File: config.mk
export PLATFORM = sky130hd
export DESIGN_NAME = top_level
export DESIGN_NICKNAME = d
export VERILOG_FILES = /design/src/rtl/prog1_pkg.sv /design/src/rtl/prog1_if.sv /design/src/rtl/prog1_datamem.sv /design/src/rtl/top_level.sv
export SDC_FILE = /design/constraint.sdc
export NUM_CORES = 1
export LEC_CHECK = 0
export CORE_AREA = 8 8 45 47
export DETAILED_ROUTE_END_ITERATION = 10
export DIE_AREA = 0 0 53 55
export SETUP_SLACK_MARGIN = 0.2
export SLEW_MARGIN = 20
export SYNTH_ARGS = -nofsm -noshare
export SYNTH_HDL_FRONTEND = slang
export SYNTH_SLANG_ARGS = --single-unit
File: constraint.sdc
create_clock -name clk -period 1.5 [get_ports clk]
set_input_delay 0.15 -clock clk [delete_from_list [all_inputs] [get_ports clk]]
set_output_delay 0.15 -clock clk [all_outputs]
set_load 0.02 [all_outputs]
File: src/rtl/prog1_pkg.sv
// Shared constants, controller state encoding and the SECDED encode function
// for the program 1 Hamming encoder engine.
package prog1_pkg;

    localparam int NUM_MSGS  = 15;
    localparam int IN_BASE   = 0;
    localparam int OUT_BASE  = 30;
    localparam int MEM_DEPTH = 256;

    typedef enum logic [1:0] {
        WR_LO  = 2'd0,
        WR_HI  = 2'd1,
        FINISH = 2'd2
    } state_e;

    // Encoded word layout: {d[11:5], p8, d[4:2], p4, d1, p2, p1, p0}
    function automatic logic [15:0] hamming_encode(input logic [11:1] d);
        logic p8;
        logic p4;
        logic p2;
        logic p1;
        logic p0;
        p8 = ^d[11:5];
        p4 = (^d[11:8]) ^ (^d[4:2]);
        p2 = d[11] ^ d[10] ^ d[7] ^ d[6] ^ d[4] ^ d[3] ^ d[1];
        p1 = d[11] ^ d[9] ^ d[7] ^ d[5] ^ d[4] ^ d[2] ^ d[1];
        p0 = (^d) ^ p8 ^ p4 ^ p2 ^ p1;
        return {d[11:5], p8, d[4:2], p4, d[1], p2, p1, p0};
    endfunction

endpackage

File: src/rtl/prog1_if.sv
// Data memory bus: two combinational read ports and one synchronous write port.
interface prog1_if;

    logic [7:0] raddr_a_s;
    logic [7:0] raddr_b_s;
    logic [7:0] rdata_a_s;
    logic [7:0] rdata_b_s;
    logic       we_s;
    logic [7:0] waddr_s;
    logic [7:0] wdata_s;

    modport master (
        output raddr_a_s, raddr_b_s, we_s, waddr_s, wdata_s,
        input  rdata_a_s, rdata_b_s
    );

    modport slave (
        input  raddr_a_s, raddr_b_s, we_s, waddr_s, wdata_s,
        output rdata_a_s, rdata_b_s
    );

endinterface

File: src/rtl/prog1_datamem.sv
// Byte-wide data memory; contents survive reset so the bench can preload
// inputs and inspect results through myDataMem.memory.
module DataMem
    import prog1_pkg::*;
(
    input logic    clk,
    prog1_if.slave bus
);

    logic [7:0] memory [0:MEM_DEPTH-1];

    assign bus.rdata_a_s = memory[bus.raddr_a_s];
    assign bus.rdata_b_s = memory[bus.raddr_b_s];

    // Single synchronous write port
    always_ff @(posedge clk) begin
        if (bus.we_s) begin
            memory[bus.waddr_s] <= bus.wdata_s;
        end
    end

endmodule

File: src/rtl/top_level.sv
// Program 1 engine: walks the fifteen 11-bit messages, writes each SECDED
// codeword as low byte then high byte, and raises done after the last write.
module top_level
    import prog1_pkg::*;
(
    input  logic clk,
    input  logic reset,
    output logic done
);

    prog1_if mem_bus ();

    state_e     state_r;
    state_e     state_nxt_s;
    logic [3:0] idx_r;
    logic [3:0] idx_nxt_s;
    logic       done_r;
    logic       done_nxt_s;
    logic [7:0] pair_base_s;
    logic [15:0] code_s;
    logic       unused_s;

    DataMem myDataMem (
        .clk (clk),
        .bus (mem_bus.slave)
    );

    assign pair_base_s       = {3'b000, idx_r, 1'b0};
    assign mem_bus.raddr_a_s = pair_base_s + 8'(IN_BASE);
    assign mem_bus.raddr_b_s = pair_base_s + 8'(IN_BASE + 1);
    // Upper five bits of each odd input byte are not part of the message
    assign code_s            = hamming_encode({mem_bus.rdata_b_s[2:0], mem_bus.rdata_a_s});
    assign unused_s          = ^mem_bus.rdata_b_s[7:3];
    assign done              = done_r;

    // Next-state, counter and write-port control
    always_comb begin
        state_nxt_s     = state_r;
        idx_nxt_s       = idx_r;
        done_nxt_s      = done_r;
        mem_bus.we_s    = 1'b0;
        mem_bus.waddr_s = pair_base_s + 8'(OUT_BASE);
        mem_bus.wdata_s = code_s[7:0];
        if (reset) begin
            mem_bus.we_s = 1'b0;
        end else begin
            case (state_r)
                WR_LO: begin
                    mem_bus.we_s = 1'b1;
                    state_nxt_s  = WR_HI;
                end
                WR_HI: begin
                    mem_bus.we_s    = 1'b1;
                    mem_bus.waddr_s = pair_base_s + 8'(OUT_BASE + 1);
                    mem_bus.wdata_s = code_s[15:8];
                    if (idx_r == 4'(NUM_MSGS - 1)) begin
                        state_nxt_s = FINISH;
                        done_nxt_s  = 1'b1;
                    end else begin
                        idx_nxt_s   = idx_r + 4'd1;
                        state_nxt_s = WR_LO;
                    end
                end
                FINISH: begin
                    done_nxt_s = 1'b1;
                end
                default: begin
                    state_nxt_s = WR_LO;
                    idx_nxt_s   = 4'd0;
                    done_nxt_s  = 1'b0;
                end
            endcase
        end
    end

    // Controller state registers with synchronous restart
    always_ff @(posedge clk) begin
        if (reset) begin
            state_r <= WR_LO;
            idx_r   <= 4'd0;
            done_r  <= 1'b0;
        end else begin
            state_r <= state_nxt_s;
            idx_r   <= idx_nxt_s;
            done_r  <= done_nxt_s;
        end
    end

endmodule

Yosys cells after proc, flatten, opt, wreduce, memory -nomap -nowiden

Cells that the tools add are included.

Register bits: 7
Word-level logic and storage cells: 21

$add $sub $neg: 1
Equal/unequal tests: 5
Muxes and demuxes: 6
Bitwise gates (word level): 2
Reduce and logical (&&, ||, !) cells: 4

Operator list:

| operator                                            | count |
|---|---|
| case mux 4 bit (2 select lines)                     | 1 |
| case mux 2 bit (3 select lines)                     | 1 |
| adder 4 x 1 -> 4 bit, second input constant         | 1 |
| equality test 4 bit, second input constant          | 1 |
| 2-to-1 mux 4 bit                                    | 1 |
| inequality test 2 bit, second input constant        | 2 |
| AND reduction 2 bit                                 | 2 |
| case mux 1 bit (3 select lines)                     | 1 |
| equality test 2 x 1 -> 1 bit, second input constant | 1 |
| equality test 2 bit, second input constant          | 1 |
| zero test 2 bit                                     | 1 |
| 2-to-1 mux 2 bit                                    | 1 |
| inverter 1 bit                                      | 2 |
| OR reduction 2 bit                                  | 1 |
| 2-to-1 mux 1 bit                                    | 1 |

Logic depth before layout (Yosys ltp)

Gate-level depths: netlist of the first run.

Word-level depth: 4
Depth in mapped cells: 5
Mapped depth without buffers: 5

Least setup slack after synthesis of the first run

Ideal clock, no wire load.

Kind: register -> register
Start: register state_r[0]
End: register idx_r[1]
Library setup time: 0.130 ns
Arrival: 1.065 ns
Data required time: 1.370 ns
Path slack: 0.305 ns
Cell stages (with the launch flop): 6
Path buffers: 0
Cells stage by stage: dfxtp_1 inv_1 ha_1 nor2_4 a21boi_2 o32ai_1

Cells in the longest elaborated chain, start to end: 4
Elaborated cells on any way between the ends: 8

Ends and longest elaborated chain:

| what                                                   | line            | RTL |
|---|---|---|
| from (decl)                                            | top_level.sv:13 | `state_e state_r;` |
| from (signal assigned)                                 | top_level.sv:83 | `state_r <= state_nxt_s;` |
| equality test 2 bit or zero test 2 bit (tied branches) | top_level.sv:47 | `case (state_r)` |
| OR reduction 2 bit (no source line)                    | --              |  |
| inverter 1 bit (no source line)                        | --              |  |
| AND reduction 2 bit (no source line)                   | --              |  |
| to (signal assigned)                                   | top_level.sv:84 | `idx_r <= idx_nxt_s;` |
| to (decl)                                              | top_level.sv:15 | `logic [3:0] idx_r;` |

Several ways; a longest one is shown, not always the timed one.
A chain may end at the register's enable or synchronous reset.

Worst setup path after layout of the first run

Start: register idx_r[0]
End: register done_r (netlist: done)

Cells in the longest elaborated chain, start to end: 3

Ends and longest elaborated chain:

| what                                   | line            | RTL |
|---|---|---|
| equality test 4 bit                    | top_level.sv:56 | `if (idx_r == 4'(NUM_MSGS - 1)) begin` |
| inequality test 2 bit (no source line) | --              |  |
| AND reduction 2 bit (no source line)   | --              |  |
| to (signal assigned)                   | top_level.sv:85 | `done_r <= done_nxt_s;` |
| to (decl)                              | top_level.sv:17 | `logic done_r;` |

Every way passes these cells.

==> summary.md, run 1 <==
| Metric | Value |
|---|---|
| Status | `completed` |
| PwrDens | `between 800 and 900 mW/mm²` |
| I/O pin cnt | `3` |
| Setup TNS | `0 ns` |
| Detailed Place HPWL | `545 µm` |
| Post-Route WL | `about 800 µm` |
| Synth unique cells | `22` |
| Met2 wire len | `around 360 µm` |
| Mapped Area | `~420 µm²` |
| Worst Path Required | `1.69 ns` |
| Core Region | `0.00138 mm²` |
| Flops & latches, synth | `7` |
| Final total power | `between 400 and 500 µW` |
| Sequential share of the synthesized area | `0.334` |
| Place WS | `roughly 0.19 ns` |
| Max VDD drop | `just over 0.3 mV` |
| Final hold violation count | `0` |
| # clock sinks | `7` |
| Worst min path class | `reg -> reg` |
| Fin cells | `67` |
| Slew @ Worst Pin | `between 0.3 and 0.4 ns` |
| Ys Warns | `0` |
| Setup-failing EPs final | `0` |
| Area grow syn2layout | `23.6%` |
| Startpoint Class | `flop` |
| Starting density of the core | `0.303` |
| Total CTS buffers | `3` |
| Post-Place Cells | `just over 60` |
| Iteration-0 DRC Markers | `13` |
| NumNets Final | `59` |
| Setup WS post-layout | `between 0.2 and 0.3 ns` |
| GPL Wtd Cong | `0.737` |
| Setup repair after global routing missed its margin | `no` |
| Clock Pin Slew Worst Setup and Hold Paths | `about 0.05 ns` |
| First-pass GRT wire length | `approximately 1.3 mm` |
| Clock skew | `around 0.00029 ns` |
| Vias after detailed routing | `341` |
| Hold_buf cts | `0` |
| Initial antenna violation count | `0` |
| TritonRoute pass-1 iters | `4` |
| Num rows | `14` |
| Clk_lat worst skew | `approximately 0.25 ns` |
| Number of max-cap violations | `0` |
| Wire per inst | `around 12 µm` |
| Min Tclk post-route | `between 1 and 1.5 ns` |
| Relative slew slack | `0.744` |
| Die area | `between 0.002 and 0.003 mm²` |
| Die Width | `53 µm` |
| Cells after Synth | `44` |
| CTS max path bufs | `2` |
| Vias per cell | `5.09` |
| Pleak | `between 0.00015 and 0.0002 µW` |
| Final Slew Violations | `0` |
| Share of cells above drive strength 1 | `0.373` |
| Post-route ant nets | `0` |
| GRT Total Usage | `0.0600` |
| Uppermost layer routed | `met4` |
| Critical Path AT | `about 1.4 ns` |
| Largest net degree at the start of global routing | `11` |
| Kind of critical path | `reg -> reg` |
| GR Overflow Total | `0` |
| Ant diodes | `0` |
| Syn avg cell area | `about 9.5 µm²` |
| Highest clock rate | `about 0.82 GHz` |
| Buffers on Ports | `2` |
| Mapped Nets | `approximately 50` |
| Worst setup EP type | `flop` |
| Crit-path max FO | `5` |
| M1 wire length | `approximately 370 µm` |
| Vias in the first global route | `333` |
| H-tree depth | `1` |
| Clk root buf | `clkbuf_4` |
| Metal3 WL | `13 µm` |
| Worst hold margin | `approximately 0.47 ns` |
| Tcrit/Tclk final | `0.818` |
| Die Span Y | `~55 µm` |
| CTS tree | `done` |
| # DRC | `0` |
## worst max-delay path, cell delays in order, from the launching register on
cell and delay (ns):
dfxtp_2 0.34, inv_1 0.09, ha_2 0.19, nand3_1 0.13, a21oi_1 0.22, mux2i_1 0.19
## Yosys cell counts, drive strengths merged
library cell  number  area share
dfxtp              7        0.33
ha                 5        0.15
nand2b             4       0.060
a21oi              3       0.036
inv                3       0.027
nand3              3       0.036
nor2               3       0.045
a211oi             2       0.048
mux2i              2       0.048
nand2              2       0.018
o21ai              2       0.033
a21boi             1       0.027
a41oi              1       0.021
and3               1       0.027
clkbuf             1      0.0089
nand3b             1       0.018
nand4              1       0.015
o31ai              1       0.030
o32ai              1       0.021
## layer usage
layer / up-vias / GRT usage
met5: - / 0
met4: 0 / 0.0776
met3: 5 / 0.00802
met2: 7 / 0.0898
met1: 157 / 0.0651
li1: 172 / -
## where the power goes
group	internal, µW	switching [µW]	total, µW
Clock	102	70.5	172
Sequential	192	4.32	196
Combinational	26.0	28.5	54.5
## worst paths after layout
path                 start  cells past startpoint  slack, ns  endpoint
setup / recovery  idx_r[0]                      5       0.27      done
hold reg to reg       done                      2       0.47      done
hold / removal        done                      2       0.47      done
setup reg to reg  idx_r[0]                      5       0.27      done
## per-stage QoR
stage           util  cell area, µm²
4_1_cts        0.366             507
5_1_grt        0.374             518
2_1_floorplan      -             419
3_3_place_gp   0.329             455
3_5_place_dp   0.329             455
6_report       0.374             518
## kinds of logic (layout without fill, tap and decap cells)
| logic type | Yosys count | count (layout) | share of synthesized area |
|---|---|---|---|
| AOI/OAI and AO/OA | 11 | 11 | 0.215 |
| buffers and inverters | 4 | 11 | 0.0358 |
| DFF | 7 | 7 | 0.334 |
| muxes | 2 | 2 | 0.0478 |
| adders and majority gates | 5 | 5 | 0.149 |
| and+or+nand+nor | 15 | 15 | 0.218 |
## placed cells by master, fill, tap and decap left out, drive strengths merged
cell | Yosys | routed
dfxtp | 7 | 7
ha | 5 | 5
nand2b | 4 | 4
clkbuf | 1 | 4
inv | 3 | 3
a21oi | 3 | 3
nand3 | 3 | 3
nor2 | 3 | 3
nand2 | 2 | 2
mux2i | 2 | 2
buf | 0 | 2
o21ai | 2 | 2
a211oi | 2 | 2
and3 | 1 | 1
a41oi | 1 | 1
nand3b | 1 | 1
a21boi | 1 | 1
o32ai | 1 | 1
nand4 | 1 | 1
o31ai | 1 | 1
clkdlybuf4s50 | 0 | 1
dlygate4sd2 | 0 | 1
## timing repair
item,4_1_cts,5_1_grt
gates resized for setup,4,6
endpoints found under the setup margin,3,4
setup buffers,2,0
pin swaps,1,2
## state kept, by name, indices dropped and copies added (netlist names)
name / count
done: 1
idx_r: 4
state_r: 2
## layout make-up
type,count,area (µm²)
timing repair buffer,4,33.8
clock buffer,4,26.3
sequential,7,145
tap,16,20.0
inverter,3,11.3
fill,148,866
multi-input combinational,33,282
Note: power is estimated with default switching activity, not from simulation.
==> inputs of run 2 (changes only) <==
==> constraint.sdc (replaced) <==
create_clock -name clk -period 1.2 [get_ports clk]
set_input_delay 0.12 -clock clk [delete_from_list [all_inputs] [get_ports clk]]
set_output_delay 0.12 -clock clk [all_outputs]
set_load 0.02 [all_outputs]
==> run 2 against run 1 <==
Net effect: sequential power rose by 23%; power grew 33%; critical path depth is the same; cell count grew 12%; first-iteration DRC count fell by 85%; setup slack lost 0.27 ns; via count is 7.3% higher; clock-buffer cell count fell by 1; utilization increased by 8.7 points; register-to-register slack worse by 0.27 ns; worst hold slack better by 0.0096 ns; critical endpoint is now idx_r[1]; largest cell class unchanged.
==> summary.md, run 2 (synthesis gave the netlist of run 1 again) <==
| Metric | Value |
|---|---|
| Status | `completed` |
| I/O pin cnt | `3` |
| First-pass GRT wire length | `~1.5 mm` |
| GR Overflow Total | `0` |
| Vias in the first global route | `between 300 and 400` |
| Final hold violation count | `0` |
| Worst Hold Launch | `done` |
| Total CTS buffers | `3` |
| Clk_lat worst skew | `~0.26 ns` |
| Worst min path class | `reg -> reg` |
| Most common cell after layout, fill and taps aside | `buf_4` |
| Num rows | `14` |
| Setup-failing EPs final | `0` |
| Final Slew Violations | `0` |
| Area grow syn2layout | `52.2%` |
| Flop2flop setup slack | `between 0.006 and 0.007 ns` |
| Worst Path Required | `1.34 ns` |
| Vias after detailed routing | `approximately 370` |
| Worst setup EP type | `flop` |
| CTS tree | `done` |
| Hold_buf cts | `0` |
| GPL Wtd Cong | `0.856` |
| Startpoint Class | `flop` |
| Die Width | `~53 µm` |
| Min Tclk post-route | `between 1 and 1.5 ns` |
| Starting density of the core | `0.303` |
| Detailed Place HPWL | `617 µm` |
| Highest clock rate | `about 0.84 GHz` |
| # clock sinks | `7` |
| # DRC | `0` |
| Crit-path max FO | `7` |
| Critical Path AT | `between 1 and 1.5 ns` |
| Place WS | `-0.00723 ns` |
| Worst Hold Path EP | `done` |
| H-tree depth | `1` |
| Max reg flops | `4` |
| Clk root buf | `clkbuf_4` |
| Die area | `0.00292 mm²` |
| Number of max-cap violations | `0` |
| Ant diodes | `0` |
| Most frequent cells in the layout | `buf_4, nand2b_1, ha_4, dfxtp_1, clkbuf_4` |
| Fin cells | `75` |
| Clock Pin Slew Worst Setup and Hold Paths | `~0.06 ns` |
| Worst r2r src | `state_r[0]` |
| Depth of the worst register-to-register path | `5` |
| CTS max path bufs | `2` |
| Max VDD drop | `~0.67 mV` |
| Initial antenna violation count | `0` |
| Hold Path Depth | `2` |
| Post-route ant nets | `0` |
| Worst hold margin | `around 0.48 ns` |
| Slew @ Worst Pin | `0.295 ns` |
| Largest net degree at the start of global routing | `9` |
| Buffers on Ports | `2` |
| Final total power | `roughly 560 µW` |
| Die Span Y | `between 50 and 60 µm` |
| Worst r2r dst | `idx_r[1]` |
| Relative slew slack | `0.802` |
| Most flops, register | `idx_r` |
| Clock skew | `about 0.0061 ns` |
| Setup TNS | `0 ns` |
| Post-Route WL | `around 900 µm` |
| Setup WS post-layout | `a little over 0.006 ns` |
| NumNets Final | `67` |
| PwrDens | `approximately 900 mW/mm²` |
| Core Region | `roughly 0.0014 mm²` |
| Share of cells above drive strength 1 | `0.576` |
| Filler cell count in the final layout | `about 130` |
| GRT Total Usage | `0.0717` |
| Kind of critical path | `reg -> reg` |
| Tcrit/Tclk final | `0.995` |
| Multi-input gate area | `~340 µm²` |
| Iteration-0 DRC Markers | `2` |
| Wire per inst | `~12 µm` |
| Post-Place Cells | `between 60 and 70` |
| Pleak | `about 0.00023 µW` |
| Vias per cell | `slightly below 5` |
| TritonRoute pass-1 iters | `4` |
| Sequential cell area | `146 µm²` |
| Setup repair after global routing missed its margin | `yes` |
==> run 2: cell types whose count changed in the layout (fill, tap and decap cells not counted), moves of 2 or more <==
cell / before / now
buf_4: 2 / 10
dfxtp_2: 4 / 2
ha_2: 4 / 0
ha_4: 0 / 4
inv_1: 3 / 0
inv_4: 0 / 2
==> run 2: power by group <==
part | internal (µW) | leakage [µW] | total (µW) | switching, µW
sequential | 237 | 0.0000583 | 242 | 4.75
clock | 122 | 0.0000177 | 223 | 100
combinational | 50.7 | 0.000153 | 98.0 | 47.3
total | 410 | 0.000229 | 563 | 152
==> run 2: how the worst max path moves through the flow <==
| stage | end | slack [ns] | startpoint | cells after the start |
|---|---|---|---|---|
| floorplan | idx_r[1] | 0.09 | state_r[0] | 5 |
| global placement | idx_r[1] | 0.02 | state_r[0] | 5 |
| detailed placement | idx_r[1] | -0.007 | state_r[0] | 5 |
| CTS | idx_r[0] | 0.02 | state_r[0] | 5 |
| global route | idx_r[1] | -0.04 | state_r[1] | 5 |
| finish | idx_r[1] | 0.006 | state_r[0] | 5 |
==> run 2: repair_timing <==
action	in CTS	in global routing
buffers inserted	4	0
resized for setup	8	5
setup endpoints to repair	8	8
pin swaps	3	3
==> run 2: cell type report <==
class	instances	share of cell area
tap	16	0.0314
multi-input combinational	33	0.529
clock inverter	1	0.00784
clock buffer	3	0.0353
sequential	7	0.229
inverter	3	0.0255
timing repair buffer	12	0.141
==> run 2: stage by stage <==
stage,cell area [µm²],utilization
floorplan,450,-
global placement,532,0.384
detailed placement,532,0.384
CTS,634,0.458
global route,638,0.461
finish,638,0.461
==> run 2: metal layers <==
| layer | global-route usage | part of all wire | vias to the layer above |
|---|---|---|---|
| met5 | 0 | 0 | - |
| met4 | 0.0647 | 0.023 | 0 |
| met3 | 0.0294 | 0.056 | 2 |
| met2 | 0.102 | 0.47 | 7 |
| met1 | 0.0810 | 0.45 | 169 |
| li1 | - | - | 188 |
==> run 2: worst max-delay path, stage by stage (launching register included) <==
cell      delay (ns)
dfxtp_2         0.35
inv_4           0.05
ha_4            0.16
nor2_4          0.19
a21boi_4        0.24
o32ai_2         0.09
